File: config.mk
export PLATFORM = sky130hd
export DESIGN_NAME = plab5_mcore_mem_req_arb_flat
export DESIGN_NICKNAME = d
export VERILOG_FILES = /design/src/rtl/plab5_mcore_mem_req_arb_if.sv /design/src/rtl/plab5_mcore_mem_req_arb.sv /design/src/flat_wrapper.sv
export SDC_FILE = /design/constraint.sdc
export NUM_CORES = 1
export LEC_CHECK = 0
export BUFFER_PORTS_ARGS = -buffer_cell sky130_fd_sc_hd__buf_2
export CAP_MARGIN = 0
export CORE_AREA = 2 2 150 152
export CTS_BUF_LIST = sky130_fd_sc_hd__clkbuf_8
export CTS_CLUSTER_DIAMETER = 200
export CTS_CLUSTER_SIZE = 25
export DETAILED_ROUTE_END_ITERATION = 8
export DIE_AREA = 0 0 152 154
export HOLD_SLACK_MARGIN = 0.15
export PLACE_DENSITY = 0.57
export SETUP_SLACK_MARGIN = 0.1
export SYNTH_ARGS = -nofsm -noshare
export SYNTH_HDL_FRONTEND = slang
export SYNTH_SLANG_ARGS = --single-unit
File: constraint.sdc
create_clock -name clk -period 6.3 [get_ports clk]
set_input_delay 0.63 -clock clk [delete_from_list [all_inputs] [get_ports clk]]
set_output_delay 0.63 -clock clk [all_outputs]
set_load 0.005 [all_outputs]
File: src/rtl/plab5_mcore_mem_req_arb_if.sv
// Signal bundle between the two network ports (p0/p1) and one memory bank port.
// slave = arbiter view, master = network/memory (environment) view.
interface plab5_mcore_mem_req_arb_if #(
    parameter int p_mem_opaque_nbits = 8,
    parameter int p_mem_addr_nbits   = 32,
    parameter int p_mem_data_nbits   = 32
);
    localparam int LenW = $clog2(p_mem_data_nbits / 8);
    localparam int RQC  = 3 + p_mem_opaque_nbits + p_mem_addr_nbits + LenW;
    localparam int RSC  = 3 + p_mem_opaque_nbits + LenW;
    localparam int D    = p_mem_data_nbits;

    logic [RQC-1:0] req_in_msg_control_p0;
    logic [D-1:0]   req_in_msg_data_p0;
    logic           req_in_domain_p0;
    logic           req_in_val_p0;
    logic           req_in_rdy_p0;
    logic [RQC-1:0] req_in_msg_control_p1;
    logic [D-1:0]   req_in_msg_data_p1;
    logic           req_in_domain_p1;
    logic           req_in_val_p1;
    logic           req_in_rdy_p1;

    logic [RQC-1:0] mem_req_msg_control;
    logic [D-1:0]   mem_req_msg_data;
    logic           mem_req_domain;
    logic           mem_req_val;
    logic           mem_req_rdy;

    logic [RSC-1:0] mem_resp_msg_control;
    logic [D-1:0]   mem_resp_msg_data;
    logic           mem_resp_val;
    logic           mem_resp_rdy;

    logic [RSC-1:0] resp_out_msg_control_p0;
    logic [D-1:0]   resp_out_msg_data_p0;
    logic           resp_out_domain_p0;
    logic           resp_out_val_p0;
    logic           resp_out_rdy_p0;
    logic [RSC-1:0] resp_out_msg_control_p1;
    logic [D-1:0]   resp_out_msg_data_p1;
    logic           resp_out_domain_p1;
    logic           resp_out_val_p1;
    logic           resp_out_rdy_p1;

    modport slave (
        input  req_in_msg_control_p0, req_in_msg_data_p0, req_in_domain_p0, req_in_val_p0,
        input  req_in_msg_control_p1, req_in_msg_data_p1, req_in_domain_p1, req_in_val_p1,
        output req_in_rdy_p0, req_in_rdy_p1,
        output mem_req_msg_control, mem_req_msg_data, mem_req_domain, mem_req_val,
        input  mem_req_rdy,
        input  mem_resp_msg_control, mem_resp_msg_data, mem_resp_val,
        output mem_resp_rdy,
        output resp_out_msg_control_p0, resp_out_msg_data_p0, resp_out_domain_p0, resp_out_val_p0,
        output resp_out_msg_control_p1, resp_out_msg_data_p1, resp_out_domain_p1, resp_out_val_p1,
        input  resp_out_rdy_p0, resp_out_rdy_p1
    );

    modport master (
        output req_in_msg_control_p0, req_in_msg_data_p0, req_in_domain_p0, req_in_val_p0,
        output req_in_msg_control_p1, req_in_msg_data_p1, req_in_domain_p1, req_in_val_p1,
        input  req_in_rdy_p0, req_in_rdy_p1,
        input  mem_req_msg_control, mem_req_msg_data, mem_req_domain, mem_req_val,
        output mem_req_rdy,
        output mem_resp_msg_control, mem_resp_msg_data, mem_resp_val,
        input  mem_resp_rdy,
        input  resp_out_msg_control_p0, resp_out_msg_data_p0, resp_out_domain_p0, resp_out_val_p0,
        input  resp_out_msg_control_p1, resp_out_msg_data_p1, resp_out_domain_p1, resp_out_val_p1,
        output resp_out_rdy_p0, resp_out_rdy_p1
    );
endinterface

File: src/rtl/plab5_mcore_mem_req_arb.sv
// Round-robin merge of two network request ports onto one memory bank, with in-order response steering.
// Optional grant/stall counters: define PLAB5_MCORE_MEM_ARB_PERF_CNT_EN.
module plab5_mcore_mem_req_arb #(
    parameter int p_mem_opaque_nbits = 8,
    parameter int p_mem_addr_nbits   = 32,
    parameter int p_mem_data_nbits   = 32,
    parameter int p_max_inflight     = 4
) (
    input  logic clk,
    input  logic reset,
    plab5_mcore_mem_req_arb_if.slave bus
`ifdef PLAB5_MCORE_MEM_ARB_PERF_CNT_EN
    ,
    output logic [31:0] grant_cnt_p0,
    output logic [31:0] grant_cnt_p1,
    output logic [31:0] stall_cnt
`endif
);
    localparam int LenW = $clog2(p_mem_data_nbits / 8);
    localparam int RQC  = 3 + p_mem_opaque_nbits + p_mem_addr_nbits + LenW;
    localparam int RSC  = 3 + p_mem_opaque_nbits + LenW;
    localparam int D    = p_mem_data_nbits;
    localparam int PtrW = $clog2(p_max_inflight);
    localparam int CntW = PtrW + 1;

    logic           out_val_q, out_val_d;
    logic [RQC-1:0] out_ctl_q, out_ctl_d;
    logic [D-1:0]   out_data_q, out_data_d;
    logic           out_dom_q, out_dom_d;
    logic           rr_q, rr_d;
    logic [PtrW-1:0] wr_ptr_q, wr_ptr_d, rd_ptr_q, rd_ptr_d;
    logic [CntW-1:0] cnt_q, cnt_d;
    logic           route_port_q [p_max_inflight];
    logic           route_dom_q  [p_max_inflight];

    logic load_ok, can_accept, grant, accept, sel_dom;
    logic fifo_empty, head_port, head_dom, resp_rdy, resp_pop;

    // Grant follows the only valid port; on contention rr_q (0 = favour p0) decides.
    assign load_ok    = !out_val_q || bus.mem_req_rdy;
    assign can_accept = load_ok && (cnt_q < CntW'(p_max_inflight));
    assign grant      = (bus.req_in_val_p0 ^ bus.req_in_val_p1) ? bus.req_in_val_p1 : rr_q;
    assign accept     = can_accept && (grant ? bus.req_in_val_p1 : bus.req_in_val_p0);
    assign sel_dom    = grant ? bus.req_in_domain_p1 : bus.req_in_domain_p0;

    assign bus.req_in_rdy_p0       = can_accept && !grant;
    assign bus.req_in_rdy_p1       = can_accept && grant;
    assign bus.mem_req_val         = out_val_q;
    assign bus.mem_req_msg_control = out_ctl_q;
    assign bus.mem_req_msg_data    = out_data_q;
    assign bus.mem_req_domain      = out_dom_q;

    assign fifo_empty = (cnt_q == '0);
    assign head_port  = route_port_q[rd_ptr_q];
    assign head_dom   = route_dom_q[rd_ptr_q];

    always_comb begin
        bus.resp_out_val_p0         = 1'b0;
        bus.resp_out_msg_control_p0 = '0;
        bus.resp_out_msg_data_p0    = '0;
        bus.resp_out_domain_p0      = 1'b0;
        bus.resp_out_val_p1         = 1'b0;
        bus.resp_out_msg_control_p1 = '0;
        bus.resp_out_msg_data_p1    = '0;
        bus.resp_out_domain_p1      = 1'b0;
        resp_rdy                    = 1'b0;
        if (!fifo_empty) begin
            if (head_port) begin
                bus.resp_out_val_p1         = bus.mem_resp_val;
                bus.resp_out_msg_control_p1 = bus.mem_resp_msg_control;
                bus.resp_out_msg_data_p1    = bus.mem_resp_msg_data;
                bus.resp_out_domain_p1      = head_dom;
                resp_rdy                    = bus.resp_out_rdy_p1;
            end else begin
                bus.resp_out_val_p0         = bus.mem_resp_val;
                bus.resp_out_msg_control_p0 = bus.mem_resp_msg_control;
                bus.resp_out_msg_data_p0    = bus.mem_resp_msg_data;
                bus.resp_out_domain_p0      = head_dom;
                resp_rdy                    = bus.resp_out_rdy_p0;
            end
        end
    end

    assign bus.mem_resp_rdy = resp_rdy;
    assign resp_pop         = bus.mem_resp_val && resp_rdy;

    always_comb begin
        out_val_d  = out_val_q;
        out_ctl_d  = out_ctl_q;
        out_data_d = out_data_q;
        out_dom_d  = out_dom_q;
        rr_d       = rr_q;
        wr_ptr_d   = wr_ptr_q;
        rd_ptr_d   = rd_ptr_q;
        cnt_d      = cnt_q;
        if (accept) begin
            out_val_d  = 1'b1;
            out_ctl_d  = grant ? bus.req_in_msg_control_p1 : bus.req_in_msg_control_p0;
            out_data_d = grant ? bus.req_in_msg_data_p1 : bus.req_in_msg_data_p0;
            out_dom_d  = sel_dom;
            rr_d       = !grant;
            wr_ptr_d   = wr_ptr_q + PtrW'(1);
        end else if (bus.mem_req_rdy) begin
            out_val_d = 1'b0;
        end
        if (resp_pop) begin
            rd_ptr_d = rd_ptr_q + PtrW'(1);
        end
        case ({accept, resp_pop})
            2'b10:   cnt_d = cnt_q + CntW'(1);
            2'b01:   cnt_d = cnt_q - CntW'(1);
            default: cnt_d = cnt_q;
        endcase
    end

    always_ff @(posedge clk) begin
        if (reset) begin
            out_val_q  <= 1'b0;
            out_ctl_q  <= '0;
            out_data_q <= '0;
            out_dom_q  <= 1'b0;
            rr_q       <= 1'b0;
            wr_ptr_q   <= '0;
            rd_ptr_q   <= '0;
            cnt_q      <= '0;
        end else begin
            out_val_q  <= out_val_d;
            out_ctl_q  <= out_ctl_d;
            out_data_q <= out_data_d;
            out_dom_q  <= out_dom_d;
            rr_q       <= rr_d;
            wr_ptr_q   <= wr_ptr_d;
            rd_ptr_q   <= rd_ptr_d;
            cnt_q      <= cnt_d;
        end
    end

    // Route entries are only meaningful below cnt_q, so the storage needs no reset.
    always_ff @(posedge clk) begin
        if (accept) begin
            route_port_q[wr_ptr_q] <= grant;
            route_dom_q[wr_ptr_q]  <= sel_dom;
        end
    end

`ifdef PLAB5_MCORE_MEM_ARB_PERF_CNT_EN
    logic [31:0] grant_cnt_p0_q, grant_cnt_p1_q, stall_cnt_q;

    always_ff @(posedge clk) begin
        if (reset) begin
            grant_cnt_p0_q <= '0;
            grant_cnt_p1_q <= '0;
            stall_cnt_q    <= '0;
        end else begin
            if (accept && !grant) grant_cnt_p0_q <= grant_cnt_p0_q + 32'd1;
            if (accept && grant)  grant_cnt_p1_q <= grant_cnt_p1_q + 32'd1;
            if ((bus.req_in_val_p0 || bus.req_in_val_p1) && !accept)
                stall_cnt_q <= stall_cnt_q + 32'd1;
        end
    end

    assign grant_cnt_p0 = grant_cnt_p0_q;
    assign grant_cnt_p1 = grant_cnt_p1_q;
    assign stall_cnt    = stall_cnt_q;
`endif
endmodule

File: src/flat_wrapper.sv
// flat-port wrapper written by rule: the top's interface ports become plain ports
module plab5_mcore_mem_req_arb_flat 
#(
    parameter int p_mem_opaque_nbits = 8,
    parameter int p_mem_addr_nbits   = 32,
    parameter int p_mem_data_nbits   = 32,
    parameter int p_max_inflight     = 4
)
  (clk, reset, bus_req_in_msg_control_p0, bus_req_in_msg_data_p0, bus_req_in_domain_p0, bus_req_in_val_p0, bus_req_in_msg_control_p1, bus_req_in_msg_data_p1, bus_req_in_domain_p1, bus_req_in_val_p1, bus_req_in_rdy_p0, bus_req_in_rdy_p1, bus_mem_req_msg_control, bus_mem_req_msg_data, bus_mem_req_domain, bus_mem_req_val, bus_mem_req_rdy, bus_mem_resp_msg_control, bus_mem_resp_msg_data, bus_mem_resp_val, bus_mem_resp_rdy, bus_resp_out_msg_control_p0, bus_resp_out_msg_data_p0, bus_resp_out_domain_p0, bus_resp_out_val_p0, bus_resp_out_msg_control_p1, bus_resp_out_msg_data_p1, bus_resp_out_domain_p1, bus_resp_out_val_p1, bus_resp_out_rdy_p0, bus_resp_out_rdy_p1);
  plab5_mcore_mem_req_arb_if #(.p_mem_opaque_nbits(p_mem_opaque_nbits), .p_mem_addr_nbits(p_mem_addr_nbits), .p_mem_data_nbits(p_mem_data_nbits)) bus_i ();
  input  logic clk;
  input  logic reset;
  input wire logic [$bits(bus_i.req_in_msg_control_p0)-1:0] bus_req_in_msg_control_p0;
  input wire logic [$bits(bus_i.req_in_msg_data_p0)-1:0] bus_req_in_msg_data_p0;
  input wire logic [$bits(bus_i.req_in_domain_p0)-1:0] bus_req_in_domain_p0;
  input wire logic [$bits(bus_i.req_in_val_p0)-1:0] bus_req_in_val_p0;
  input wire logic [$bits(bus_i.req_in_msg_control_p1)-1:0] bus_req_in_msg_control_p1;
  input wire logic [$bits(bus_i.req_in_msg_data_p1)-1:0] bus_req_in_msg_data_p1;
  input wire logic [$bits(bus_i.req_in_domain_p1)-1:0] bus_req_in_domain_p1;
  input wire logic [$bits(bus_i.req_in_val_p1)-1:0] bus_req_in_val_p1;
  output wire logic [$bits(bus_i.req_in_rdy_p0)-1:0] bus_req_in_rdy_p0;
  output wire logic [$bits(bus_i.req_in_rdy_p1)-1:0] bus_req_in_rdy_p1;
  output wire logic [$bits(bus_i.mem_req_msg_control)-1:0] bus_mem_req_msg_control;
  output wire logic [$bits(bus_i.mem_req_msg_data)-1:0] bus_mem_req_msg_data;
  output wire logic [$bits(bus_i.mem_req_domain)-1:0] bus_mem_req_domain;
  output wire logic [$bits(bus_i.mem_req_val)-1:0] bus_mem_req_val;
  input wire logic [$bits(bus_i.mem_req_rdy)-1:0] bus_mem_req_rdy;
  input wire logic [$bits(bus_i.mem_resp_msg_control)-1:0] bus_mem_resp_msg_control;
  input wire logic [$bits(bus_i.mem_resp_msg_data)-1:0] bus_mem_resp_msg_data;
  input wire logic [$bits(bus_i.mem_resp_val)-1:0] bus_mem_resp_val;
  output wire logic [$bits(bus_i.mem_resp_rdy)-1:0] bus_mem_resp_rdy;
  output wire logic [$bits(bus_i.resp_out_msg_control_p0)-1:0] bus_resp_out_msg_control_p0;
  output wire logic [$bits(bus_i.resp_out_msg_data_p0)-1:0] bus_resp_out_msg_data_p0;
  output wire logic [$bits(bus_i.resp_out_domain_p0)-1:0] bus_resp_out_domain_p0;
  output wire logic [$bits(bus_i.resp_out_val_p0)-1:0] bus_resp_out_val_p0;
  output wire logic [$bits(bus_i.resp_out_msg_control_p1)-1:0] bus_resp_out_msg_control_p1;
  output wire logic [$bits(bus_i.resp_out_msg_data_p1)-1:0] bus_resp_out_msg_data_p1;
  output wire logic [$bits(bus_i.resp_out_domain_p1)-1:0] bus_resp_out_domain_p1;
  output wire logic [$bits(bus_i.resp_out_val_p1)-1:0] bus_resp_out_val_p1;
  input wire logic [$bits(bus_i.resp_out_rdy_p0)-1:0] bus_resp_out_rdy_p0;
  input wire logic [$bits(bus_i.resp_out_rdy_p1)-1:0] bus_resp_out_rdy_p1;
  assign bus_i.req_in_msg_control_p0 = bus_req_in_msg_control_p0;
  assign bus_i.req_in_msg_data_p0 = bus_req_in_msg_data_p0;
  assign bus_i.req_in_domain_p0 = bus_req_in_domain_p0;
  assign bus_i.req_in_val_p0 = bus_req_in_val_p0;
  assign bus_i.req_in_msg_control_p1 = bus_req_in_msg_control_p1;
  assign bus_i.req_in_msg_data_p1 = bus_req_in_msg_data_p1;
  assign bus_i.req_in_domain_p1 = bus_req_in_domain_p1;
  assign bus_i.req_in_val_p1 = bus_req_in_val_p1;
  assign bus_req_in_rdy_p0 = bus_i.req_in_rdy_p0;
  assign bus_req_in_rdy_p1 = bus_i.req_in_rdy_p1;
  assign bus_mem_req_msg_control = bus_i.mem_req_msg_control;
  assign bus_mem_req_msg_data = bus_i.mem_req_msg_data;
  assign bus_mem_req_domain = bus_i.mem_req_domain;
  assign bus_mem_req_val = bus_i.mem_req_val;
  assign bus_i.mem_req_rdy = bus_mem_req_rdy;
  assign bus_i.mem_resp_msg_control = bus_mem_resp_msg_control;
  assign bus_i.mem_resp_msg_data = bus_mem_resp_msg_data;
  assign bus_i.mem_resp_val = bus_mem_resp_val;
  assign bus_mem_resp_rdy = bus_i.mem_resp_rdy;
  assign bus_resp_out_msg_control_p0 = bus_i.resp_out_msg_control_p0;
  assign bus_resp_out_msg_data_p0 = bus_i.resp_out_msg_data_p0;
  assign bus_resp_out_domain_p0 = bus_i.resp_out_domain_p0;
  assign bus_resp_out_val_p0 = bus_i.resp_out_val_p0;
  assign bus_resp_out_msg_control_p1 = bus_i.resp_out_msg_control_p1;
  assign bus_resp_out_msg_data_p1 = bus_i.resp_out_msg_data_p1;
  assign bus_resp_out_domain_p1 = bus_i.resp_out_domain_p1;
  assign bus_resp_out_val_p1 = bus_i.resp_out_val_p1;
  assign bus_i.resp_out_rdy_p0 = bus_resp_out_rdy_p0;
  assign bus_i.resp_out_rdy_p1 = bus_resp_out_rdy_p1;
  plab5_mcore_mem_req_arb #(.p_mem_opaque_nbits(p_mem_opaque_nbits), .p_mem_addr_nbits(p_mem_addr_nbits), .p_mem_data_nbits(p_mem_data_nbits), .p_max_inflight(p_max_inflight)) u_core (.clk(clk), .reset(reset), .bus(bus_i));
endmodule
Word-level counts from Yosys, hierarchy flattened
Memory sizes are Yosys's and may differ from the RTL's. A register that Yosys moved wholly into a read port is not among the register bits. Cells that the tools add are included.

$add $sub $neg: 4. Order comparisons: 1. Eq/ne operators: 2. Multiplexer cells: 32. Bitwise operators: 1. Reductions and logical operators: 11.

Operators with widths (number): $mux 32 (5); $mux 13 (4); $mux 45 (1); $mux 1 (17); $mux 2 (4); $pmux 3 s2 (1); $logic_and 1x1->1 (5); $add 2x1->2 const B (2); $reduce_bool 2->1 (2); $add 3x1->3 const B (1); $logic_not 3->1 (1); $lt 3x3->1 const B (1); $sub 3x1->3 const B (1); $eq 2x1->1 const B (1); $eq 2x2->1 const B (1); $logic_not 1->1 (2); $logic_or 1x1->1 (1); $xor 1x1->1 (1).

Bits in registers: 87. Memory bits (writable): 8. Output and inout bits: 176. Memories: 2.

Memory list: u_core.route_dom_q (words 4, width 1, rd ports 1, clocked after Yosys merged registers in 1, wr ports 1, RTL line plab5_mcore_mem_req_arb.sv:34) `logic route_dom_q [p_max_inflight];`; u_core.route_port_q (words 4, width 1, rd ports 1, clocked after Yosys merged registers in 1, wr ports 1, RTL line plab5_mcore_mem_req_arb.sv:33) `logic route_port_q [p_max_inflight];`.

Logic depth before layout (Yosys ltp)
Word-level depth: 6. Gate-level depth with buffers: 9. Gate-level depth less buffers: 7.

Least setup slack after synthesis
No wires, ideal clock.

Path kind: input to register. Start point: in bus_req_in_val_p1. End point: reg u_core.cnt_q[1]. Arrival: 3.027 ns. Data required time: 6.166 ns. Slack: 3.139 ns. Stages on the path: 9. Path buffers: 2. Cells stage by stage: inv_1 > ha_1 > nor3_2 > clkbuf_1 > clkbuf_1 > nor2_1 > fa_1 > and4b_1 > or4_1.

Word-level cells in the longest chain between the ends: 6. Elaborated cells on any way between the ends: 8. Those cells by class: eq/ne (2); mux (3); bitwise (1); reduce/logical (2).

Ends and longest elaborated chain: start, declared (RTL line flat_wrapper.sv:20) `input wire logic [$bits(bus_i.req_in_val_p1)-1:0] bus_req_in_val_p1;`; $xor 1x1->1 (RTL line plab5_mcore_mem_req_arb.sv:42) `assign grant = (bus.req_in_val_p0 ^ bus.req_in_val_p1) ? bus.req_in_val_p1 : rr_q;`; $mux 1 (RTL line plab5_mcore_mem_req_arb.sv:42); $mux 1 (*) (RTL line plab5_mcore_mem_req_arb.sv:43) `assign accept = can_accept && (grant ? bus.req_in_val_p1 : bus.req_in_val_p0);`; $logic_and 1x1->1 (*) (RTL line plab5_mcore_mem_req_arb.sv:43); $eq 2x1->1 / $eq 2x2->1 (equally long branches) (RTL line plab5_mcore_mem_req_arb.sv:109) `case ({accept, resp_pop})`; $pmux 3 s2 (*) (RTL line plab5_mcore_mem_req_arb.sv:109); net u_core.cnt_d[1] (RTL line plab5_mcore_mem_req_arb.sv:32) `logic [CntW-1:0] cnt_q, cnt_d;`; end signal, assigned (RTL line plab5_mcore_mem_req_arb.sv:134) `cnt_q <= cnt_d;`; end, declared (RTL line plab5_mcore_mem_req_arb.sv:32).

The timed path passes the listed nets; every way through them passes the cells marked *. A chain may end at the register's enable or synchronous reset.

==> results.md <==
- Status: finished, final reports clean
- Yosys top cell by area: dfxtp_1
- Initial detailed-routing violation count: just over 200
- First-pass GRT wire length: between 20,000 and 30,000 microns
- Max cap viols: 0
- Layout Skew: 0.007746 ns
- Final Slew Violations: 0
- Lkg Pwr: about 4.0 nW
- Syn_area_per_cell: between 9 and 10 sq um
- Hold slack: 0.4834 ns
- Final min period: between 3 and 4 ns
- Root Buffer: clkbuf_8
- Finish-stage setup viols: 0
- IO Pins: around 390
- Pre-CTS setup slack: about 3.2 ns
- Max incr delay on CP: approximately 0.64 ns
- Chip width: 152 microns
- Routability Congestion: 0.8101
- Peak supply drop: 0.00009276 V
- Final core utilization: 33.70%
- Initial Util: between 20% and 30%
- Cts repair resizes: 0
- ANT nets after route: 0
- Fmax: between 300 and 400 MHz
- Startpoint Class: flip-flop
- Least-Margin Pin Slew: about 0.9 ns
- Post-synthesis sequential area ratio: roughly two fifths
- Async set or reset register ratio after synthesis: 0%
- Rel. slew slack: around two fifths
- Layout fillers: 2,297
- Ant diodes: 0
- Total track usage: 14.36%
- Drt total wl: between 15,000 and 20,000 microns
- Largest cells by area after synthesis: dfxtp_1 (36%), mux2i_1 (17%), and2_1 (12%)
- Layout cells sized above 1: a little under half
- FF+latch count, synth: 97
- CP required: around 5.7 ns
- Syn. warnings: 0
- CP arrival: roughly 2.4 ns
- Drt pass-1 iters: 4
- RSZ-0062 raised after global routing: no
- Initial antenna violation count: 1
- IO Port Bufs: 384
- Largest net degree at the start of global routing: 79
- Post-DP HPWL: roughly 14,000 microns
- Worst-path cell chain: mux4_2 -> nor2_2 -> buf_4 -> and2_1 -> buf_2
- Chip Height: roughly 150 microns
- Cts hold-fix bufs: 0
- Synth cell count leaders: and2_1 (98), dfxtp_1 (89), nor2_1 (87), mux2i_1 (82), a211oi_1 (77)
- H-Tree Depth: 3
- TritonCTS buffer count: 9
- Final period utilization: between 40% and 50%
- Worst min-delay path class: reg2reg
- Yosys top cell area share: between 30% and 40%
- Clock net sink count: between 90 and 100
- Critical Path Fanout Max: 38
- Main synth FF type: dfxtp_1
- Netlist cell types: 32
- EDFF count, synth: 8
- Final #Nets: approximately 1,100
- Remaining DRCs: 0
- Rows: 54
- Core area: around 22,000 sq um
- Reg clk slew, reported paths: 0.09 ns
- Setup ws final: between 3 and 4 ns
- Vias per std cell: around 4.3
- Die Area: 23,410 sq um
- Power Density: about 320 nW/um^2
- Vias: 5,021
- CTS tree: built
- Max Root-Sink Buffers: 2
- Worst R2R Path Depth: 6
- Routed len/inst: 14.84 microns
- Setup TNS: 0 ns
- Mapped cell area: just under 5000 sq um
- Synthesis-to-layout area growth: 47.75%
- Syn Nets: about 750
- Crit-path slowest cell: mux4_2
- Clk_lat worst skew: 0.37 ns
- Most common cell in the netlist: and2_1
- Hold Fails Final Rpt: 0
- Synth Instances: roughly 530
- Vias in the first global route: roughly 4,700
- Gr ovfl total: 0
- Kind of critical path: reg2out
- Post-CTS setup repair buffer count: 0
- Worst Hold Depth: 2
- Crit path capture type: output pin
[power by group]
group	total, mW	internal [mW]	switching, mW
sequential	0.831	0.756	0.0744
clock	0.419	0.183	0.236
combinational	1.06	0.509	0.549
[state kept, by name (all words and copies together), names as in the netlist, named ones only]
| register | cells |
|---|---|
| u_core.bus.mem_req_domain | 1 |
| u_core.rr_q | 1 |
| u_core.bus.mem_req_msg_data | 32 |
| u_core.bus.mem_req_val | 1 |
| u_core.bus.mem_req_msg_control | 45 |
| u_core.cnt_q | 3 |
| u_core.route_dom_q | 4 |
| u_core.route_port_q | 4 |
| u_core.wr_ptr_q | 2 |
| u_core.rd_ptr_q | 2 |
[final timing paths]
kind | from | endpoint | slack, ns
worst max-delay path | flip-flop | bus_resp_out_msg_control_p0[8] | 3.27
worst min-delay path | u_core.rd_ptr_q[0]$_SDFFE_PP0P_ | u_core.rd_ptr_q[0]$_SDFFE_PP0P_ | 0.48
worst max register to register | flip-flop | u_core.cnt_q[1]$_SDFFE_PP0P_ | 3.57
worst min register to register | u_core.rd_ptr_q[0]$_SDFFE_PP0P_ | u_core.rd_ptr_q[0]$_SDFFE_PP0P_ | 0.48
[cells by family (layout without fill, tap and decap cells)]
| family | count (synthesis) | count (layout) | synth area share, % |
|---|---|---|---|
| multiplexers | 87 | 87 | 18.56 |
| AO/OA/AOI/OAI | 86 | 86 | 12.82 |
| buffers and inverters | 54 | 412 | 4.249 |
| XOR/XNOR | 2 | 2 | 0.6323 |
| flip-flops | 97 | 97 | 40.87 |
| adder cells (fa/ha/maj) | 6 | 6 | 1.669 |
| AND/OR/NAND/NOR | 201 | 201 | 21.19 |
[critical path: cells and delay by family, from the launching register on]
family / cells / cell delay [ns]
flops: 1 / 0.39
mux: 1 / 0.64
buf+inv: 2 / 0.47
simple gates: 2 / 0.53
[routing by layer]
metal	vias to the layer above	track usage, %	share of wire (%)
li1	2579	-	-
met1	2194	15.42	39
met2	240	27.28	52
met3	8	4.735	8.2
met4	0	3.071	0.68
met5	-	0	0
[through the flow]
step	power, mW	area (sq um)	std cells
6_report	2.308	7310	1171
4_1_cts	2.367	7310	1171
3_5_place_dp	1.927	7116	1155
5_1_grt	2.508	7310	1171
3_3_place_gp	1.917	7116	1155
2_1_floorplan	1.452	4947	533
[layout make-up]
class / count / area [sq um] / area share, %
clock buffers: 9 / 123.9 / 1.695
clock inverters: 7 / 70.07 / 0.9586
inverters: 6 / 22.52 / 0.3081
multi-input cells: 382 / 2739 / 37.47
flip-flops and latches: 97 / 2022 / 27.66
well taps: 280 / 350.3 / 4.793
repair buffers: 390 / 1982 / 27.11
[cells in the final DEF (no fill, tap or decap), drive strengths merged]
cell      instances
mux2i            83
nor2b             2
fa                1
edfxtp            8
xnor3             1
clkbuf            9
xnor2             1
buf             390
and2             98
a31oi             1
o21ai             2
nor3              4
clkinv            1
nand3             1
nor2             87
mux4              2
or4               2
nor4b             2
nand2             2
mux2              2
o311a             2
dfxtp            89
inv               8
clkinvlp          3
a211oi           77
and4b             2
a21oi             4
ha                5
or3               1
bufinv            1
Power figures use the tool's default switching activity.
